--- config.mk ---
export PLATFORM = sky130hd
export DESIGN_NAME = mli_digit_sequencer
export DESIGN_NICKNAME = d
export VERILOG_FILES = /design/src/rtl/mli_digit_sequencer.sv
export SDC_FILE = /design/constraint.sdc
export NUM_CORES = 1
export LEC_CHECK = 0
export ABC_AREA = 1
export BUFFER_PORTS_ARGS = -buffer_cell sky130_fd_sc_hd__buf_2
export CAP_MARGIN = 5
export CELL_PAD_IN_SITES_DETAIL_PLACEMENT = 0
export CELL_PAD_IN_SITES_GLOBAL_PLACEMENT = 1
export CORE_MARGIN = 5
export CORE_UTILIZATION = 25
export CTS_CLUSTER_SIZE = 25
export DETAILED_ROUTE_END_ITERATION = 8
export PLACE_DENSITY = 0.55
export SYNTH_ARGS = -nofsm -noshare
export SYNTH_HDL_FRONTEND = slang
export SYNTH_SLANG_ARGS = --single-unit
--- constraint.sdc ---
create_clock -name clk -period 3.3 [get_ports clk]
set_input_delay 0.66 -clock clk [delete_from_list [all_inputs] [get_ports clk]]
set_output_delay 0.66 -clock clk [all_outputs]
set_load 0.05 [all_outputs]
--- src/rtl/mli_digit_sequencer.sv ---
//------------------------------------------------------------------------------
// Module  : mli_digit_sequencer
// Brief   : Prescaled tick, up/down digit counter and registered 7-seg decode.
// Revision: 1.0  initial release
//------------------------------------------------------------------------------
`default_nettype none

module mli_digit_sequencer #(
  parameter logic [23:0] MAX_COUNT = 24'd10_000_000,
  parameter logic [3:0]  DIGIT_MAX = 4'd9
) (
  input  logic       clk,
  input  logic       rst,
  input  logic       en,
  input  logic       run,
  input  logic       dir,
  input  logic       load,
  input  logic [3:0] load_val,
  output logic       tick,
  output logic [3:0] digit,
  output logic [6:0] seg,
  output logic       dp
);

  localparam logic [23:0] c_PRESC_LAST = MAX_COUNT - 24'd1;

  logic [23:0] r_presc;
  logic        r_tick;
  logic [3:0]  r_digit;
  logic [6:0]  r_seg;
  logic        r_dp;
  logic        r_load_q;

  logic        w_load_edge;
  logic [3:0]  w_load_clamp;
  logic [3:0]  w_digit_step;
  logic [6:0]  w_seg;

  assign w_load_edge  = load & ~r_load_q;
  assign w_load_clamp = (load_val > DIGIT_MAX) ? DIGIT_MAX : load_val;

  always_comb begin
    w_digit_step = r_digit;
    if (dir) begin
      w_digit_step = (r_digit == DIGIT_MAX) ? 4'd0 : r_digit + 4'd1;
    end else begin
      w_digit_step = (r_digit == 4'd0) ? DIGIT_MAX : r_digit - 4'd1;
    end
  end

  // Segment order {g,f,e,d,c,b,a}, active-high
  always_comb begin
    w_seg = 7'h3F;
    case (r_digit)
      4'h0: w_seg = 7'h3F;
      4'h1: w_seg = 7'h06;
      4'h2: w_seg = 7'h5B;
      4'h3: w_seg = 7'h4F;
      4'h4: w_seg = 7'h66;
      4'h5: w_seg = 7'h6D;
      4'h6: w_seg = 7'h7D;
      4'h7: w_seg = 7'h07;
      4'h8: w_seg = 7'h7F;
      4'h9: w_seg = 7'h6F;
      4'hA: w_seg = 7'h77;
      4'hB: w_seg = 7'h7C;
      4'hC: w_seg = 7'h39;
      4'hD: w_seg = 7'h5E;
      4'hE: w_seg = 7'h79;
      default: w_seg = 7'h71;
    endcase
  end

  always_ff @(posedge clk) begin
    if (rst) begin
      r_presc  <= 24'd0;
      r_tick   <= 1'b0;
      r_digit  <= 4'd0;
      r_seg    <= 7'h3F;
      r_dp     <= 1'b0;
      r_load_q <= 1'b0;
    end else if (en) begin
      r_load_q <= load;
      r_seg    <= w_seg;
      // A load edge restarts the period and pre-empts any pending step
      if (w_load_edge) begin
        r_presc <= 24'd0;
        r_tick  <= 1'b0;
        r_digit <= w_load_clamp;
      end else begin
        if (run) begin
          if (r_presc == c_PRESC_LAST) begin
            r_presc <= 24'd0;
            r_tick  <= 1'b1;
          end else begin
            r_presc <= r_presc + 24'd1;
            r_tick  <= 1'b0;
          end
        end else begin
          r_tick <= 1'b0;
        end
        if (r_tick) begin
          r_digit <= w_digit_step;
        end
      end
      if (r_tick) begin
        r_dp <= ~r_dp;
      end
    end
  end

  assign tick  = r_tick;
  assign digit = r_digit;
  assign seg   = r_seg;
  assign dp    = r_dp;

endmodule

`default_nettype wire

; Word level (Yosys, flattened, before mapping)
; Memories as Yosys holds them, arrays and structs flattened. A register that Yosys moved wholly into a read port is not among the register bits.
; Index checks and enable logic that the tools add are counted.
[totals]
romBits = 112
word_cells = 33
regBits = 31
memories = 1
input_bits = 10
output_inout_bits = 13
[mem_list]
columns = name, words, width, read_ports, rd_clocked_by_memory_dff, wr, line
row1 = (no name shown), 16, 7, 1, 1, 0, 54  ; case (r_digit)
[op_classes]
reduce_logical = 6
n_eq_ne = 2
order_cmp = 1
muxes = 12
n_addsub = 3
n_bitwise = 3
[op_table]
columns = op, n
row1 = $mux W24, 3
row2 = $add A24 B1 Y24 const B, 1
row3 = $eq A24 B24 Y1 const B, 1
row4 = $mux W4, 6
row5 = $reduce_and A2 Y1, 3
row6 = $add A4 B1 Y4 const B, 1
row7 = $eq A4 B4 Y1 const B, 1
row8 = $gt A4 B4 Y1 const B, 1
row9 = $logic_not A4 Y1, 1
row10 = $reduce_bool A2 Y1, 2
row11 = $sub A4 B1 Y4 const B, 1
row12 = $mux W1, 3
row13 = $not A1 Y1, 2
row14 = $and A1 B1 Y1, 1

; Depth between registers and ports, before layout
; Gate-level depths: netlist of the first run.
[logic_depth]
ltp_word = 5
mapped_depth = 11

; Worst setup path before layout of the first run
; Ideal clock, no wire load.
[synth_path]
kind = flip-flop to flip-flop
start = reg r_digit[0] (netlist: digit[0])
end = reg r_seg[6] (netlist: seg[6])
required_time_ns = 3.226
n_path_buf = 0
arrival_time_ns = 1.800
stages_incl_launch_ff = 6
slack_ns = 1.425
path_cell_list = dfxtp_1 -> inv_1 -> ha_1 -> ha_1 -> or2_2 -> a31oi_1
[synth_lines]
columns = element, line
row1 = "start, declared", 29  ; logic [3:0] r_digit;
row2 = "start signal, assigned", 89  ; r_digit <= w_load_clamp;
row3 = "start signal, assigned", 103  ; r_digit <= w_digit_step;
row4 = "end, declared", 30  ; logic [6:0] r_seg;

; Worst setup path after layout of the first run
[layout_path]
start = reg r_presc[0]
end = reg r_presc[5]
[layout_between]
elab_chain_cells = 4
[layout_lines]
columns = element, line
row1 = "start, declared", 27  ; logic [23:0] r_presc;
row2 = "start signal, assigned", 96  ; r_presc <= r_presc + 24'd1;
row3 = $add A24 B1 Y24 or $eq A24 B24 Y1 (tied branches), "96, 92"
row4 = $mux W24 (*), 92  ; if (r_presc == c_PRESC_LAST) begin
row5 = $mux W24 (*), 91  ; if (run) begin
row6 = $mux W24 (*), 86  ; if (w_load_edge) begin
; Mark *: on every way between the ends. The rest lies on a longest branch, timed or not. The select of a mux whose other input is x is not followed.
; A chain may end at the register's enable or synchronous reset.

==> impl_results.md, run 1 <==
- Status: finished clean
- Warnings from Yosys: 0
- CTS Root Cell: clkbuf_8
- HP Start: seg[2]$_SDFFE_PP1P_
- Largest cells by area after synthesis: dfxtp_1 31%, nand2_1 15%, nor2_1 11%
- Hold endpoint: seg[2]$_SDFFE_PP1P_
- Fin crit share: 0.611
- Synth cell types: 34
- M2 GR Usage: 0.222
- Cell Count Post-Placement: 535
- Slew HR: 0.591
- Post-DP HPWL: 5550 µm
- Worst hold path cell count: 2
- CP dominant cell by count: nand2_2
- Top cell type's share of synthesized area: 0.311
- VDD IR max: 0.142 mV
- Worst EP arrival: 2190 ps
- Avg Cell Area, Syn: 6.30 µm²
- RSZ-0062 raised after global routing: no
- Accumulated negative setup slack: 0 ps
- Postcts setup bufs: 0
- Clk sink count: 38
- Die W: 109 µm
- CTS clock-pin slew for the worst setup and hold paths: 80 ps
- Required @ worst endpoint: 3480 ps
- DRC violation total after the first TritonRoute iteration: 103
- Largest net degree at the start of global routing: 22
- Buf+Inv Stages, Crit Path: 0
- CORE AREA: 9640 µm²
- Clock Path Buffers: 2
- Grt peak-use layer: met2
- Synth top cells by count: 100 x nand2_1, 71 x nor2_1, 38 x dfxtp_1, 35 x inv_1, 26 x a21oi_1
- Number of enable flip-flop cells after synthesis: 0
- Finished Layout Cells: 543
- Routed vias/inst: 4.52
- Reg-to-reg setup timing slack: 1280 ps
- FMAX: 0.496 GHz
- Clock Skews: 6.70 ps
- Post-synth top area cell: dfxtp_1
- Post-CTS Hold Buffers: 0
- Final nets: 428
- Sequential share of the synthesized area: 0.311
- Static Leakage: 0.00103 µW
- I/O Buffers: 22
- CP cell instances: ha_1 > nand2_1 > nor2_4 > nand3_2 > nor2_2 > nand2_1 > nand2_2 > nand2_2 > nand2_2 > nor3_1
- First-pass GRT wire length: 12,200 µm
- Worst hold slack: 473 ps
- Met1 Use GR: 0.172
- FF+latch count, synth: 38
- HP Class: reg -> reg
- Vias in the first global route: 2,447
- Synthesized area: 2440 µm²
- Endpoint type of the worst setup path: flop
- I/O pin total: 23
- Starting Density: 0.254
- Post-route antenna net violation count: 0
- R2r startpoint: r_presc[0]$_SDFFE_PP0P_
- DR WL/cell: 13.4 µm
- CP max FO: 11
- Startpoint types: flop
- Slowest cell on the critical path: dfxtp_1
- Final wirelength: 7290 µm
- Layout area overhead: 13.4%
- Met3 usage: 0.0249
- Cells after Synth: 388
- Worst-Skew Late Latency: 290 ps
- Die Y: 109 µm
- N_diodes: 0
- Reg2reg end: r_presc[5]$_SDFFE_PP0P_
- Syn_nets: 407
- FP Rows: 36
- R2R depth: 10
- Primary FF master, synth: dfxtp_1
- Number of CTS-inserted buffers: 5
- Initial antenna violation count: 0
- Cell with the most instances after synthesis: nand2_1
- Gpl congestion: 0.806
- TritonCTS clock tree: yes
- Via count: 2,453
- Die area: 11,900 µm²
- FFs w/ async S/R, synth: 0
- Setup Viol. Count Final: 0
- Slowest stage delay, CP: 440 ps
- Slew Viols, Final: 0
- DRT Pass-1 Iters: 4
- Layout cell share with drive strength beyond 1: 0.124
- Max-cap violation count: 0
- Crit path time final: 2020 ps
- Gr usage total: 0.132
- # DRC: 0
- GR Overflow Total: 0
- P per Cell Area: 364 nW/µm²
- WS Path Type: reg -> reg
- Cell family with most CP delay: simple AND/OR/NAND/NOR gates
- Endpoints failing hold: 0
- PostCTS Resize Cnt: 0
- Worst slew pin tran: 614 ps
- H-tree levels: 2
## worst register-to-register path, delay by kind of cell (launching register included)
kind,cells,cell delay (ps)
and+or+nand+nor,9,1220
DFF,1,440
adders and majority gates,1,260
## worst max path at each step
| stage | startpoint | end | slack [ps] | cells past startpoint |
|---|---|---|---|---|
| after floorplan | digit[0]$_SDFFE_PP0P_ | seg[6]$_SDFFE_PP0P_ | 1430 | 5 |
| after global placement | load | r_presc[9]$_SDFFE_PP0P_ | 1190 | 8 |
| after detailed placement | en | r_presc[10]$_SDFFE_PP0P_ | 1150 | 6 |
| after CTS | r_presc[0]$_SDFFE_PP0P_ | r_presc[5]$_SDFFE_PP0P_ | 1260 | 10 |
| after global routing | r_presc[0]$_SDFFE_PP0P_ | r_presc[5]$_SDFFE_PP0P_ | 1140 | 10 |
| final | r_presc[0]$_SDFFE_PP0P_ | r_presc[5]$_SDFFE_PP0P_ | 1280 | 10 |
## cell families (layout without fill, tap and decap cells)
group / count (synthesis) / after routing / share of synthesized area
compound gates: 57 / 57 / 0.128
xor+xnor: 6 / 6 / 0.0215
fa+ha+maj: 9 / 9 / 0.0461
buf+inv: 45 / 67 / 0.0763
flops: 38 / 38 / 0.311
simple gates: 233 / 233 / 0.417
## sequential cells by signal, indices dropped and copies added, names as in the netlist
| signal | count |
|---|---|
| digit | 4 |
| dp | 1 |
| r_load_q | 1 |
| r_presc | 24 |
| seg | 7 |
| tick | 1 |
## cell type report
class                      count  area (µm²)
sequential                    38         761
tap                          133         166
clock inverter                 2        12.5
inverter                      36         135
timing repair buffer          23         118
fill                        1141        6870
multi-input combinational    305        1500
clock buffer                   6        82.6
## where the power goes
group | switching (µW) | total, µW | internal, µW
Combinational | 124 | 168 | 44.6
Sequential | 17.9 | 489 | 471
Clock | 185 | 353 | 168
## cells in the final DEF (no fill, tap or decap), types with 3 or more instances in the layout
cell and n:
a21oi_1 26, a31oi_1 4, buf_2 22, clkbuf_8 6
dfxtp_1 38, ha_1 9, inv_1 35, nand2_1 100
nand2_2 5, nand3_1 23, nand4_1 7, nor2_1 71
nor2_2 5, nor2_4 3, nor3_1 10, o21ai_0 21
xor2_1 5
## metal layers
metal,up-vias,part of all wire
met4,0,0.014
met1,1108,0.49
met2,34,0.46
li1,1302,-
met5,-,0
met3,9,0.027
## metrics by stage
| step | setup WS, ps | util | instance area, µm² | power [µW] |
|---|---|---|---|---|
| floorplan | 1430 | - | 2440 | 621 |
| global placement | 1190 | 0.278 | 2680 | 671 |
| detailed placement | 1150 | 0.278 | 2680 | 670 |
| CTS | 1260 | 0.288 | 2770 | 1030 |
| global route | 1140 | 0.288 | 2770 | 1080 |
| finish | 1280 | 0.288 | 2770 | 1010 |
No activity file was read; power rests on OpenSTA's default activity.
==> run 2, diff against run 1 <==
==> constraint.sdc (replaced) <==
create_clock -name clk -period 1.9 [get_ports clk]
set_input_delay 0.38 -clock clk [delete_from_list [all_inputs] [get_ports clk]]
set_output_delay 0.38 -clock clk [all_outputs]
set_load 0.05 [all_outputs]
==> run 2 against run 1 <==
Net effect: die area is the same; count of clock-buffer cells in the layout shrank 1; maximum frequency grew 18%; first-iteration DRC count grew 30%; clock power grew 99%; total power grew 86%; combinational power grew 100%; clock skew is essentially flat; highest routed layer unchanged.
==> impl_results.md, run 2 (synthesized netlist as in run 1, its figures left out) <==
- Die area: 11,900 µm²
- FMAX: 0.587 GHz
- CP max FO: 6
- Die W: 109 µm
- I/O Buffers: 22
- CORE AREA: 9640 µm²
- Gpl congestion: 0.808
- Clk sink count: 38
- # DRC: 0
- Endpoint type of the worst setup path: flop
- First-pass GRT wire length: 13,200 µm
- GR Overflow Total: 0
- Postcts setup bufs: 0
- DRT Pass-1 Iters: 4
- Cell family with most CP delay: simple AND/OR/NAND/NOR gates
- Final nets: 447
- Pre-CTS setup slack: 73.6 ps
- Status: finished clean
- FILL cells: 1,119
- Via count: 2,567
- CTS clock-pin slew for the worst setup and hold paths: 80 ps
- H-tree levels: 2
- I/O pin total: 23
- P per Cell Area: 641 nW/µm²
- Die Y: 109 µm
- Number of CTS-inserted buffers: 5
- Initial antenna violation count: 0
- Largest net degree at the start of global routing: 21
- Final instance area: 2930 µm²
- Max-cap violation count: 0
- Gr usage total: 0.143
- CP dominant cell by count: nand2_1
- Finished Layout Cells: 562
- Cell Count Post-Placement: 554
- Endpoints failing hold: 0
- Clock Path Buffers: 2
- Final wirelength: 7740 µm
- DR WL/cell: 13.8 µm
- Setup ws final: 197 ps
- Placement Cell Area: 2820 µm²
- Vias in the first global route: 2,690
- N_diodes: 0
- Slowest cell on the critical path: dfxtp_1
- Worst slew pin tran: 595 ps
- Max reg flops: 24
- Layout area overhead: 19.8%
- Worst hold slack: 392 ps
- DRC violation total after the first TritonRoute iteration: 134
- Required @ worst endpoint: 2080 ps
- Setup Viol. Count Final: 0
- Most common cell after layout, fill and taps aside: nand2_1
- HP Class: in -> reg
- Most frequent cells in the layout: 100 x nand2_1, 71 x nor2_1, 38 x dfxtp_1
- CP cell instances: nand2_1 > nor2_1 > nand2_1 > nor3_4 > nand2_2 > xor2_1 > nor2_2
- VDD IR max: 0.389 mV
- Startpoint types: flop
- Biggest register: r_presc
- Routed vias/inst: 4.57
- FP Rows: 36
- Slew HR: 0.600
- Clock Skews: 7.18 ps
- Accumulated negative setup slack: 0 ps
- Slowest stage delay, CP: 430 ps
- RSZ-0062 raised after global routing: no
- WS Path Type: reg -> reg
- Post-route antenna net violation count: 0
- Static Leakage: 0.00113 µW
- Fin crit share: 0.896
- Crit path time final: 1700 ps
- Starting Density: 0.254
- Post-DP HPWL: 5960 µm
- Slew Viols, Final: 0
- TritonCTS clock tree: yes
- PostCTS Resize Cnt: 0
- Layout cell share with drive strength beyond 1: 0.163
- Worst-Skew Late Latency: 290 ps
- Buf+Inv Stages, Crit Path: 0
- Post-CTS Hold Buffers: 0
- CTS Root Cell: clkbuf_8
- Worst EP arrival: 1880 ps
-- run 2: cell count changes in the layout (fill, tap and decap cells not counted) --
cell / before / now
clkinvlp_4: 1 / 0
bufinv_16: 0 / 1
clkinv_2: 1 / 2
clkbuf_8: 6 / 5
buf_4: 1 / 20
-- run 2: metrics by stage --
step                total power (µW)   util
finish                          1880  0.304
floorplan                       1080      -
detailed placement              1200  0.293
global placement                1200  0.293
CTS                             1920  0.304
global route                    1990  0.304
-- run 2: per-layer routing --
metal,global-route usage,up-vias,wire length (µm)
li1,-,1336,-
met1,0.179,1191,3710
met2,0.257,36,3800
met3,0.0231,4,183
met4,0.0280,0,48
met5,0,-,0
-- run 2: where the power goes --
| group | leakage [µW] | internal (µW) | switching [µW] | total, µW |
|---|---|---|---|---|
| registers | 0.000309 | 818 | 18.5 | 836 |
| clock network | 0.0000579 | 387 | 316 | 703 |
| logic | 0.000768 | 101 | 235 | 337 |
-- run 2: final timing paths --
path                                 from                  endpoint  slack (ps)  cells after the start
hold / removal                load_val[0]     digit[0]$_SDFFE_PP0P_         390                      3
setup reg to reg  r_presc[5]$_SDFFE_PP0P_  r_presc[13]$_SDFFE_PP0P_         200                      7
setup / recovery  r_presc[5]$_SDFFE_PP0P_  r_presc[13]$_SDFFE_PP0P_         200                      7
hold reg to reg       seg[4]$_SDFFE_PP1P_       seg[4]$_SDFFE_PP1P_         470                      2
-- run 2: area by class of cell --
type / count / area (µm²) / area share
multi-input combinational: 305 / 1500 / 0.511
sequential: 38 / 761 / 0.260
timing repair buffer: 42 / 260 / 0.0889
tap: 133 / 166 / 0.0568
inverter: 36 / 135 / 0.0461
clock buffer: 5 / 68.8 / 0.0235
clock inverter: 3 / 40.0 / 0.0137
-- run 2: tightest hold or removal path: cells and delay by family --
kind                   cells  cell delay [ps]
AOI/OAI and AO/OA          2              190
buffers and inverters      1               70
==> run 3, diff against run 2 <==
--- a/config.mk
+++ b/config.mk
@@ -6,7 +6,6 @@
 export NUM_CORES = 1
 export LEC_CHECK = 0
 export ABC_AREA = 1
-export BUFFER_PORTS_ARGS = -buffer_cell sky130_fd_sc_hd__buf_2
 export CAP_MARGIN = 5
 export CELL_PAD_IN_SITES_DETAIL_PLACEMENT = 0
 export CELL_PAD_IN_SITES_GLOBAL_PLACEMENT = 1
@@ -14,7 +13,9 @@
 export CORE_UTILIZATION = 25
 export CTS_CLUSTER_SIZE = 25
 export DETAILED_ROUTE_END_ITERATION = 8
-export PLACE_DENSITY = 0.55
+export DONT_BUFFER_PORTS = 1
+export PLACE_DENSITY = 0.52
+export SETUP_SLACK_MARGIN = 0.1
 export SYNTH_ARGS = -nofsm -noshare
 export SYNTH_HDL_FRONTEND = slang
 export SYNTH_SLANG_ARGS = --single-unit
==> run 3 against run 2 <==
Net effect: die area did not move; global-route usage fell by 1.1 points; total power fell by 7.6%; register-to-register slack improved by 40 ps; final cell count fell by 5.2%; first-iteration DRC count fell by 4.5%; non-clock buffer count fell by 29; wire length fell by 3.6%; via count fell by 5.4%; largest power group unchanged.
==> impl_results.md, run 3 (synthesized netlist as in run 1, its figures left out) <==
- Vias in the first global route: 2,348
- Via count: 2,429
- CORE AREA: 9640 µm²
- Status: finished clean
- Biggest register: r_presc
- Initial antenna violation count: 0
- Placement Cell Area: 2650 µm²
- N_diodes: 0
- I/O Buffers: 0
- Layout area overhead: 13.5%
- Clk sink count: 38
- Die W: 109 µm
- R2r startpoint: r_presc[8]$_SDFFE_PP0P_
- Static Leakage: 0.00101 µW
- Max-cap violation count: 0
- Worst hold slack: 146 ps
- Routed vias/inst: 4.56
- Most frequent cells in the layout: 99 x nand2_1, 70 x nor2_1, 36 x dfxtp_1
- Post-route antenna net violation count: 0
- Reg2reg end: r_presc[9]$_SDFFE_PP0P_
- Register area: 763 µm²
- Endpoints failing hold: 0
- Cell Count Post-Placement: 524
- Gr usage total: 0.132
- Layout cell share with drive strength beyond 1: 0.113
- DRC violation total after the first TritonRoute iteration: 128
- CP max FO: 6
- Accumulated negative setup slack: 0 ps
- Final wirelength: 7460 µm
- HP Class: in -> reg
- Endpoint type of the worst setup path: flop
- FILL cells: 1,111
- Crit. Startpoint: r_presc[8]$_SDFFE_PP0P_
- Starting Density: 0.254
- Area of the multi-input gates: 1520 µm²
- Worst EP arrival: 1850 ps
- R2R depth: 7
- Most common cell after layout, fill and taps aside: nand2_1
- Reg-to-reg setup timing slack: 240 ps
- TritonCTS clock tree: yes
- CTS Root Cell: clkbuf_8
- I/O pin total: 23
- Worst-Skew Late Latency: 300 ps
- First-pass GRT wire length: 12,000 µm
- Startpoint types: flop
- Number of CTS-inserted buffers: 5
- FP Rows: 36
- Clock Skews: 9.53 ps
- Fin crit share: 0.875
- FMAX: 0.601 GHz
- GR Overflow Total: 0
- Largest net degree at the start of global routing: 22
- Slew Viols, Final: 0
- Worst slew pin tran: 552 ps
- Final Core Density: 0.288
- WS Path Type: reg -> reg
- Slew HR: 0.632
- Required @ worst endpoint: 2090 ps
- VDD IR max: 0.245 mV
- P per Cell Area: 625 nW/µm²
- Post-DP HPWL: 5840 µm
- Crit path time final: 1660 ps
- CTS clock-pin slew for the worst setup and hold paths: 90 ps
- Die Y: 109 µm
- Clock Path Buffers: 2
- H-tree levels: 2
- DR WL/cell: 14.0 µm
- DRT Pass-1 Iters: 4
- Setup Viol. Count Final: 0
- RSZ-0062 raised after global routing: yes
- Max reg flops: 24
- Die area: 11,900 µm²
- Final instance area: 2770 µm²
- Gpl congestion: 0.832
- # DRC: 0
- Final nets: 418
- Critical path capture point: r_presc[9]$_SDFFE_PP0P_
- Finished Layout Cells: 533
==> run 3: area by class of cell <==
cell class / count / share of cell area
Timing Repair Buffer: 13 / 0.0352
Inverter: 36 / 0.0487
Sequential cell: 38 / 0.275
Clock buffer: 6 / 0.0298
Multi-Input combinational cell: 305 / 0.547
Tap cell: 133 / 0.0600
Clock inverter: 2 / 0.00451
==> run 3: worst max-delay path, stage by stage, from the launching register on <==
cell,delay (ps)
dfxtp_1,440
nand2_1,140
nor2_2,170
nand2_1,130
nor3_4,340
buf_4,180
xnor2_1,100
nor2_1,50
==> run 3: where the power goes <==
group	internal, µW	switching, µW
logic	74.9	159
registers	818	67.1
clock network	292	321
==> run 3: how the worst min path moves through the flow <==
stage                            start                  endpoint  slack (ps)  cells after the start
3_5_place_dp                       rst   r_presc[1]$_SDFFE_PP0P_         460                      1
6_report                           rst         tick$_SDFFE_PP0P_         150                      1
4_1_cts                            rst         tick$_SDFFE_PP0P_         130                      1
2_1_floorplan  r_presc[1]$_SDFFE_PP0P_   r_presc[1]$_SDFFE_PP0P_         460                      2
3_3_place_gp                       rst  r_presc[22]$_SDFFE_PP0P_         460                      1
5_1_grt                            rst  r_presc[18]$_SDFFE_PP0P_         130                      1
==> run 3: metrics by stage <==
step	worst slack [ps]	total power (µW)
detailed placement	168	1140
global placement	97.6	1140
global route	71.6	1830
finish	237	1730
floorplan	296	1080
CTS	145	1760
==> run 3: repair_timing <==
action / in CTS / in global routing
hold buffers: 0 / 0
endpoints found under the setup margin: 0 / 18
resized for setup: 0 / 4
buffers inserted: 0 / 1
hold endpoints to repair: 0 / 0
==> run 3: layer usage <==
metal	vias to the layer above	wire length, µm	share of wire	GRT usage
li1	1276	-	-	-
met1	1105	3490	0.47	0.172
met2	41	3540	0.47	0.219
met3	7	333	0.045	0.0266
met4	0	99	0.013	0.0388
met5	-	0	0	0
